File: config.mk
export PLATFORM = sky130hd
export DESIGN_NAME = compute_sched
export DESIGN_NICKNAME = d
export VERILOG_FILES = /design/src/rtl/esc_pkg.sv /design/src/rtl/duty_shadow_bank.sv /design/src/rtl/compute_sched.sv
export SDC_FILE = /design/constraint.sdc
export NUM_CORES = 1
export LEC_CHECK = 0
export BUFFER_PORTS_ARGS = -buffer_cell sky130_fd_sc_hd__buf_2
export CAP_MARGIN = 10
export CORE_MARGIN = 4
export CORE_UTILIZATION = 58
export CTS_CLUSTER_SIZE = 28
export DETAILED_ROUTE_END_ITERATION = 6
export PLACE_DENSITY_LB_ADDON = 0.12
export RECOVER_POWER = 100
export REMOVE_ABC_BUFFERS = 1
export SYNTH_ARGS = -nofsm -noshare
export SYNTH_HDL_FRONTEND = slang
export SYNTH_HIERARCHICAL = 1
export SYNTH_SLANG_ARGS = --single-unit
File: constraint.sdc
create_clock -name clk_ctrl -period 3.7 [get_ports clk_ctrl]
set_input_delay 0.74 -clock clk_ctrl [delete_from_list [all_inputs] [get_ports clk_ctrl]]
set_output_delay 0.74 -clock clk_ctrl [all_outputs]
set_load 0.05 [all_outputs]
File: src/rtl/esc_pkg.sv
// Shared definitions for the ESC control slice: scheduler state encoding,
// PWM/budget defaults shared with timing_hub, and the duty word width.
package esc_pkg;

    localparam int PWM_TICKS_DEF      = 4096;
    localparam int COMPUTE_BUDGET_DEF = 416;
    localparam int N_STAGES_DEF       = 3;
    localparam int DUTY_W_DEF         = 12;
    localparam int BUDGET_W           = 12;

    typedef enum logic [1:0] {
        ST_IDLE  = 2'd0,
        ST_START = 2'd1,
        ST_WAIT  = 2'd2,
        ST_ABORT = 2'd3
    } sched_state_t;

    // Saturating increment for the budget counter.
    function automatic logic [BUDGET_W-1:0] sat_inc(input logic [BUDGET_W-1:0] v);
        return (&v) ? v : v + 1'b1;
    endfunction

endpackage

File: src/rtl/duty_shadow_bank.sv
// Shadow bank for the three phase duties: captures a finished computation,
// commits it to the comparators at PWM wrap, and zeroes everything on fault.
module duty_shadow_bank
    import esc_pkg::*;
#(
    parameter int DUTY_W = DUTY_W_DEF
) (
    input  logic                clk_ctrl,
    input  logic                rst_ctrl_n,
    input  logic                capture,
    input  logic                wrap,
    input  logic                fault,
    input  logic [3*DUTY_W-1:0] duty_in,
    output logic [3*DUTY_W-1:0] duty_out,
    output logic                commit,
    output logic                shadow_valid
);

    logic [3*DUTY_W-1:0] shadow;

    // NOTE: the shadow bank is a handful of flops, not a RAM, so it is reset
    // along with everything else; a memory array would be left unreset.
    always_ff @(posedge clk_ctrl or negedge rst_ctrl_n) begin
        if (!rst_ctrl_n) begin
            shadow       <= '0;
            shadow_valid <= 1'b0;
            duty_out     <= '0;
            commit       <= 1'b0;
        end else if (fault) begin
            shadow_valid <= 1'b0;
            duty_out     <= '0;
            commit       <= 1'b0;
        end else begin
            commit <= wrap && shadow_valid;
            if (wrap && shadow_valid) begin
                duty_out     <= shadow;
                shadow_valid <= 1'b0;
            end
            // A capture on the wrap edge is written last so its valid flag
            // survives the clear above and waits for the following wrap.
            if (capture) begin
                shadow       <= duty_in;
                shadow_valid <= 1'b1;
            end
        end
    end

endmodule

File: src/rtl/compute_sched.sv
// Per-PWM-period compute sequencer: runs N_STAGES stages via start/done,
// enforces COMPUTE_BUDGET, and hands finished duties to the shadow bank.
// Optional COMPUTE_SCHED_STATS_EN adds saturating overrun/drop counters.
module compute_sched
    import esc_pkg::*;
#(
    parameter int PWM_TICKS      = PWM_TICKS_DEF,
    parameter int COMPUTE_BUDGET = COMPUTE_BUDGET_DEF,
    parameter int N_STAGES       = N_STAGES_DEF,
    parameter int DUTY_W         = DUTY_W_DEF
) (
    input  logic                clk_ctrl,
    input  logic                rst_ctrl_n,
    input  logic [11:0]         pwm_ctr,
    input  logic                compute_trig,
    input  logic                hub_fault,
    output logic                stage_start,
    output logic [1:0]          stage_sel,
    input  logic                stage_done,
    input  logic [3*DUTY_W-1:0] duty_in,
    output logic [3*DUTY_W-1:0] duty_out,
    output logic                commit,
    output logic                busy,
    output logic                overrun,
    output logic                trig_drop
`ifdef COMPUTE_SCHED_STATS_EN
    ,
    output logic [7:0]          overrun_cnt,
    output logic [7:0]          drop_cnt
`endif
);

    localparam logic [1:0]          LAST_SEL    = 2'(N_STAGES - 1);
    localparam logic [BUDGET_W-1:0] BUDGET_LAST = BUDGET_W'(COMPUTE_BUDGET - 1);
    localparam logic [11:0]         WRAP_VAL    = 12'(PWM_TICKS - 1);

    sched_state_t          state_q, state_d;
    logic [1:0]            sel_q, sel_d;
    logic [BUDGET_W-1:0]   budget_q, budget_d;
    logic                  start_d;
    logic                  capture;
    logic                  expire;
    logic                  last_stage;
    logic                  shadow_valid;

    assign busy       = (state_q == ST_START) || (state_q == ST_WAIT);
    assign last_stage = (sel_q == LAST_SEL);
    assign stage_sel  = sel_q;
    // The counter reaches the budget on the edge that ends this cycle.
    assign expire     = (budget_q >= BUDGET_LAST);

    // NOTE: every signal written here gets a default first, so no path can
    // leave one unassigned and infer a latch.
    always_comb begin
        state_d   = state_q;
        sel_d     = sel_q;
        budget_d  = busy ? sat_inc(budget_q) : budget_q;
        start_d   = 1'b0;
        capture   = 1'b0;
        overrun   = 1'b0;
        trig_drop = 1'b0;

        if (hub_fault) begin
            state_d = ST_IDLE;
        end else begin
            trig_drop = compute_trig && (state_q != ST_IDLE);
            case (state_q)
                ST_IDLE: begin
                    if (compute_trig) begin
                        state_d  = ST_START;
                        budget_d = '0;
                        sel_d    = '0;
                    end
                end
                ST_START: begin
                    if (expire) begin
                        overrun = 1'b1;
                        state_d = ST_ABORT;
                    end else begin
                        start_d = 1'b1;
                        state_d = ST_WAIT;
                    end
                end
                ST_WAIT: begin
                    // A final done on the expiry cycle beats the overrun.
                    if (stage_done && !last_stage) begin
                        sel_d   = sel_q + 2'd1;
                        state_d = ST_START;
                    end else if (stage_done) begin
                        capture = 1'b1;
                        state_d = ST_IDLE;
                    end else if (expire) begin
                        overrun = 1'b1;
                        state_d = ST_ABORT;
                    end
                end
                ST_ABORT: state_d = ST_IDLE;
                default:  state_d = ST_IDLE;
            endcase
        end
    end

    // NOTE: state registers use non-blocking assignments so every flop
    // samples the pre-edge values, independent of statement order.
    always_ff @(posedge clk_ctrl or negedge rst_ctrl_n) begin
        if (!rst_ctrl_n) begin
            state_q     <= ST_IDLE;
            sel_q       <= '0;
            budget_q    <= '0;
            stage_start <= 1'b0;
        end else begin
            state_q     <= state_d;
            sel_q       <= sel_d;
            budget_q    <= budget_d;
            stage_start <= start_d;
        end
    end

    duty_shadow_bank #(
        .DUTY_W (DUTY_W)
    ) u_bank (
        .clk_ctrl     (clk_ctrl),
        .rst_ctrl_n   (rst_ctrl_n),
        .capture      (capture),
        .wrap         (pwm_ctr == WRAP_VAL),
        .fault        (hub_fault),
        .duty_in      (duty_in),
        .duty_out     (duty_out),
        .commit       (commit),
        .shadow_valid (shadow_valid)
    );

`ifdef COMPUTE_SCHED_STATS_EN
    always_ff @(posedge clk_ctrl or negedge rst_ctrl_n) begin
        if (!rst_ctrl_n) begin
            overrun_cnt <= '0;
            drop_cnt    <= '0;
        end else begin
            if (overrun && (overrun_cnt != 8'hFF))
                overrun_cnt <= overrun_cnt + 8'd1;
            if (trig_drop && (drop_cnt != 8'hFF))
                drop_cnt <= drop_cnt + 8'd1;
        end
    end
`endif

endmodule

# Yosys cells after proc, flatten, opt, wreduce, memory -nomap -nowiden
# Cells that the tools add are included.
dict set report op_classes {
  addsub 2
  order_cmp 1
  eq_ne 9
  muxes 34
  bitwise 1
  n_reduce_logical 14
}
# cell count
set op_table {}
lappend op_table {{$mux W36} 2}
lappend op_table {{$mux W12} 5}
lappend op_table {{$mux W1} 17}
lappend op_table {{$mux W2} 7}
lappend op_table {{$add A12 B1 Y12 const B} 1}
lappend op_table {{$eq A12 B12 Y1 const B} 1}
lappend op_table {{$ge A12 B9 Y1 const B} 1}
lappend op_table {{$reduce_and A12 Y1} 1}
lappend op_table {{$pmux W2 S4} 1}
lappend op_table {{$eq A2 B2 Y1 const B} 3}
lappend op_table {{$reduce_bool A2 Y1} 3}
lappend op_table {{$ne A5 B4 Y1 const B} 1}
lappend op_table {{$pmux W2 S2} 1}
lappend op_table {{$reduce_and A2 Y1} 2}
lappend op_table {{$reduce_and A4 Y1} 1}
lappend op_table {{$logic_and A1 B1 Y1} 3}
lappend op_table {{$ne A3 B3 Y1 const B} 1}
lappend op_table {{$reduce_bool A3 Y1} 1}
lappend op_table {{$add A2 B1 Y2 const B} 1}
lappend op_table {{$eq A2 B1 Y1 const B} 1}
lappend op_table {{$logic_not A2 Y1} 1}
lappend op_table {{$ne A2 B1 Y1 const B} 1}
lappend op_table {{$ne A2 B2 Y1 const B} 1}
lappend op_table {{$pmux W1 S2} 1}
lappend op_table {{3 further kinds} 3}
dict set report word_totals {
  register_bits 91
  in_bits 53
  wordCells 69
}

# Logic depth before layout (Yosys ltp)
dict set report depth {
  ltp_word 8
  depth_mapped 8
  depth_no_buf 6
}

# Hierarchy
# The synthesis kept the hierarchy.
# module instances cells_each area_per_inst_um2
set modules_own_cells {}
lappend modules_own_cells {duty_shadow_bank 1 248 3269.4}
lappend modules_own_cells {compute_sched 1 111 1074.8}

# Worst setup path before layout
# No wires, ideal clock.
dict set report synth_timing {
  path_type {input-to-output}
  from {in compute_trig}
  to {out trig_drop}
  arrival_time_ns 1.886
  setup_slack_ns 1.074
  stages 1
  path_buffers 0
  cell_sequence {nor3b_1}
}
dict set report synth_between {
  elab_chain_cells 2
}
# item line_no
set synth_rtl {}
lappend synth_rtl {{start, declared} compute_sched.sv:15} ;# input logic compute_trig,
lappend synth_rtl {{$logic_and A1 B1 Y1} compute_sched.sv:66} ;# trig_drop = compute_trig && (state_q != ST_IDLE);
lappend synth_rtl {{$mux W1} compute_sched.sv:63} ;# if (hub_fault) begin
lappend synth_rtl {{end, declared} compute_sched.sv:25} ;# output logic trig_drop
# No other way between the ends.

# Worst setup path after layout
dict set report layout_timing {
  from {reg budget_q[0]}
  to {out overrun}
}
dict set report layout_between {
  elab_chain_cells 6
}
# item line_no
set layout_rtl {}
lappend layout_rtl {{start, declared} compute_sched.sv:39} ;# logic [BUDGET_W-1:0] budget_q, budget_d;
lappend layout_rtl {{start signal, assigned} compute_sched.sv:114} ;# budget_q <= budget_d;
lappend layout_rtl {{$ge A12 B9 Y1 (*)} compute_sched.sv:50} ;# assign expire = (budget_q >= BUDGET_LAST);
lappend layout_rtl {{$mux W1 (*)} {compute_sched.sv:76, compute_sched.sv:92}}
lappend layout_rtl {{$mux W1} compute_sched.sv:89} ;# end else if (stage_done) begin
lappend layout_rtl {{$mux W1} compute_sched.sv:86} ;# if (stage_done && !last_stage) begin
lappend layout_rtl {{$pmux W1 S2 (*)} compute_sched.sv:67} ;# case (state_q)
lappend layout_rtl {{$mux W1 (*)} compute_sched.sv:63}
lappend layout_rtl {{end, declared} compute_sched.sv:24} ;# output logic overrun,
# Every way passes the cells marked *; elsewhere a longest branch is shown, timed or not.

==> reports/results.ini <==
[timing]
rsz0062_at_grt = no
fin_skew_ns = 0.008731
setup_violations = 0
max_freq_mhz = 328.2
tns_ns = 0
post-route-period-util_pct = 82.35
layout_min_cycle_time_ns = 3.047
slew_headroom_pct = -0.3319
maxSlewViolCount = 62
worstMarginPinSlew_ns = 1.505
hold_viol = 0
hold_slack_ns = 0.5000

[die]
fp.coreArea_mm2 = 0.007253
initial_core_util_pct = 59.89
num_rows = 31
ioPinCount = 96
die-area_mm2 = 0.008939
die_h_um = 94.55
die_x_um = 94.55

[routing]
wl_per_cell_um = 16.16
drt_iter0_drc = 148
drt-pass1-iter-count = 5
via_per_inst = 5.605
ant_nets = 0
drc = 0
routed_wl_um = 8873
vias = 3077

[placement]
finalWeightedCongestion = 0.7888
hpwl_um = 5872
numPortBuffers = 95

[run]
cap_violations = 1

[final_layout]
insertedDiodeCount = 0
area_growth_pct = 12.13
finish.utilization_pct = 67.16
drive_gt1_share_pct = 27.78
nNetsFinal = 504

[yosys]
synthCells = 359
synth_warnings = 6
yosys-top-cells-area = dfrtp_1, mux2_4, a21bo_2
synthDistinctLibCells = 43
synthTopCellsByCount = dfrtp_1, a21oi_1, nand3_1, a21bo_2, mux2_4
synth_seq_cells = 91
synth-main-ff-cell = dfrtp_1
synth.most_common_cell = dfrtp_1
yosysTopAreaCell = dfrtp_1
synth_edf_count = 0
synth_area_mm2 = 0.004344
async_flop_share_pct = 100.0
synth_top_area_share_pct = 52.42
avgSynthCellArea_um2 = 12.10
synth_seq_area_share_pct = 52.42

[grt]
grt_usage_pct = 20.93
gr-total-overflow = 0
grt_pass1_wl_um = 14450
antenna_found_initial = 0
grt_max_degree = 75
grt_pass1_vias = 2918

[cts]
ctsResizeCount = 0
cts_htree_levels = 3
cts_tree = built
clock-sinks = 91
clkTransAtPathRegs_ns = 0.08
hold_buffers = 0
cts.path.max_buffers = 2
cts_buffers = 9
post_cts_buffers = 0
clock_tree.root_cell = clkbuf_8
clk_latency_ns = 0.35

[worst_setup_path]
crit_fanout = 7
arrival_ns = 2.31
cp-end-kind = output port
critPathLaunchType = flip-flop
critPathRequiredTime_ns = 2.96
crit_type = flip-flop to output port

[run_status]
outcome = finished, violations left
violations = capacitance limit, slew limit

[power_and_ir_drop]
power.density_mw_per_mm2 = 447.3
total_power_mw = 2.179
p_leak_nw = 2.303
ir_worst_vdd_uv = 368.8

[hold_path]
hold_path_class = flip-flop to flip-flop

[cell usage in the layout (no fill, tap or decap), types with 4 or more instances in the layout]
cell type / synthesis / final
clkbuf_1: 5 / 45
mux2_1: 0 / 28
a21bo_2: 36 / 36
nand4_1: 5 / 6
ha_1: 6 / 6
clkbuf_8: 0 / 9
nand3_1: 41 / 41
dfrtp_1: 91 / 90
buf_2: 16 / 51
nor2_1: 4 / 4
nor3_1: 7 / 6
o211ai_1: 5 / 5
inv_1: 5 / 5
nand2_1: 12 / 12
a21oi_1: 41 / 41
or4_1: 5 / 5
mux2_2: 7 / 7
[registers in the layout, indices dropped and copies added (netlist names)]
register and flops:
u_bank/duty_out 36, u_bank/shadow 36, budget_q 12, stage_sel 2, state_q 2, stage_start 1, u_bank/commit 1, u_bank/shadow_valid 1
[power by group]
group,internal (mW),switching [mW]
Clock,0.385,0.357
Sequential,1.04,0.0438
Combinational,0.115,0.236
Total,1.54,0.636
[metrics by stage]
step / setup slack, ns / area [um2] / std cells
2_1_floorplan: -1.523 / 4182 / 333
3_3_place_gp: 1.216 / 4855 / 533
3_5_place_dp: 1.195 / 4855 / 533
4_1_cts: 0.8743 / 5077 / 549
5_1_grt: 0.5137 / 4871 / 549
6_report: 0.6529 / 4871 / 549
[area by class of cell]
| class | count | area, um2 |
|---|---|---|
| tap | 99 | 123.9 |
| clock buffer | 9 | 123.9 |
| fill | 624 | 2382 |
| clock inverter | 7 | 98.84 |
| sequential | 91 | 2278 |
| inverter | 6 | 22.52 |
| multi-input combinational | 236 | 1769 |
| timing repair buffer | 101 | 454.2 |
[final timing paths]
path,start,cells past startpoint,end,slack [ns]
hold reg to reg,u_bank/shadow[15],1,u_bank/shadow[15],0.50
max in group asynchronous,rst_ctrl_n,2,u_bank/duty_out[34],1.38
setup / recovery,budget_q[0],5,overrun,0.65
min in group asynchronous,rst_ctrl_n,1,u_bank/duty_out[7],0.75
setup reg to reg,state_q[0],6,u_bank/shadow[1],1.01
hold / removal,u_bank/shadow[15],1,u_bank/shadow[15],0.50
[metal layers]
layer	wire length, um	track usage (%)	part of all wire, %
met5	0	0	0
met4	110	7.212	1.2
met3	562	5.259	6.3
met2	4090	31.44	46
met1	4109	29.77	46
[worst max-delay path, stage by stage, from the launching register on]
cell and delay (ns):
dfrtp_1 0.41, ha_1 0.23, nand4_1 0.27, o211ai_1 0.36
o2111a_1 0.23, clkbuf_1 0.46
[logic make-up (layout without fill, tap and decap cells)]
family	Yosys count	in the layout	synth area share [%]
multiplexers	39	39	12.64
adder cells (fa/ha/maj)	6	6	1.728
flip-flops	91	91	52.42
buffers and inverters	32	123	4.263
AND/OR/NAND/NOR	91	91	11.46
AO/OA/AOI/OAI	98	98	17.08
XOR/XNOR	2	2	0.4033
Note: power is estimated with default switching activity, not from simulation.
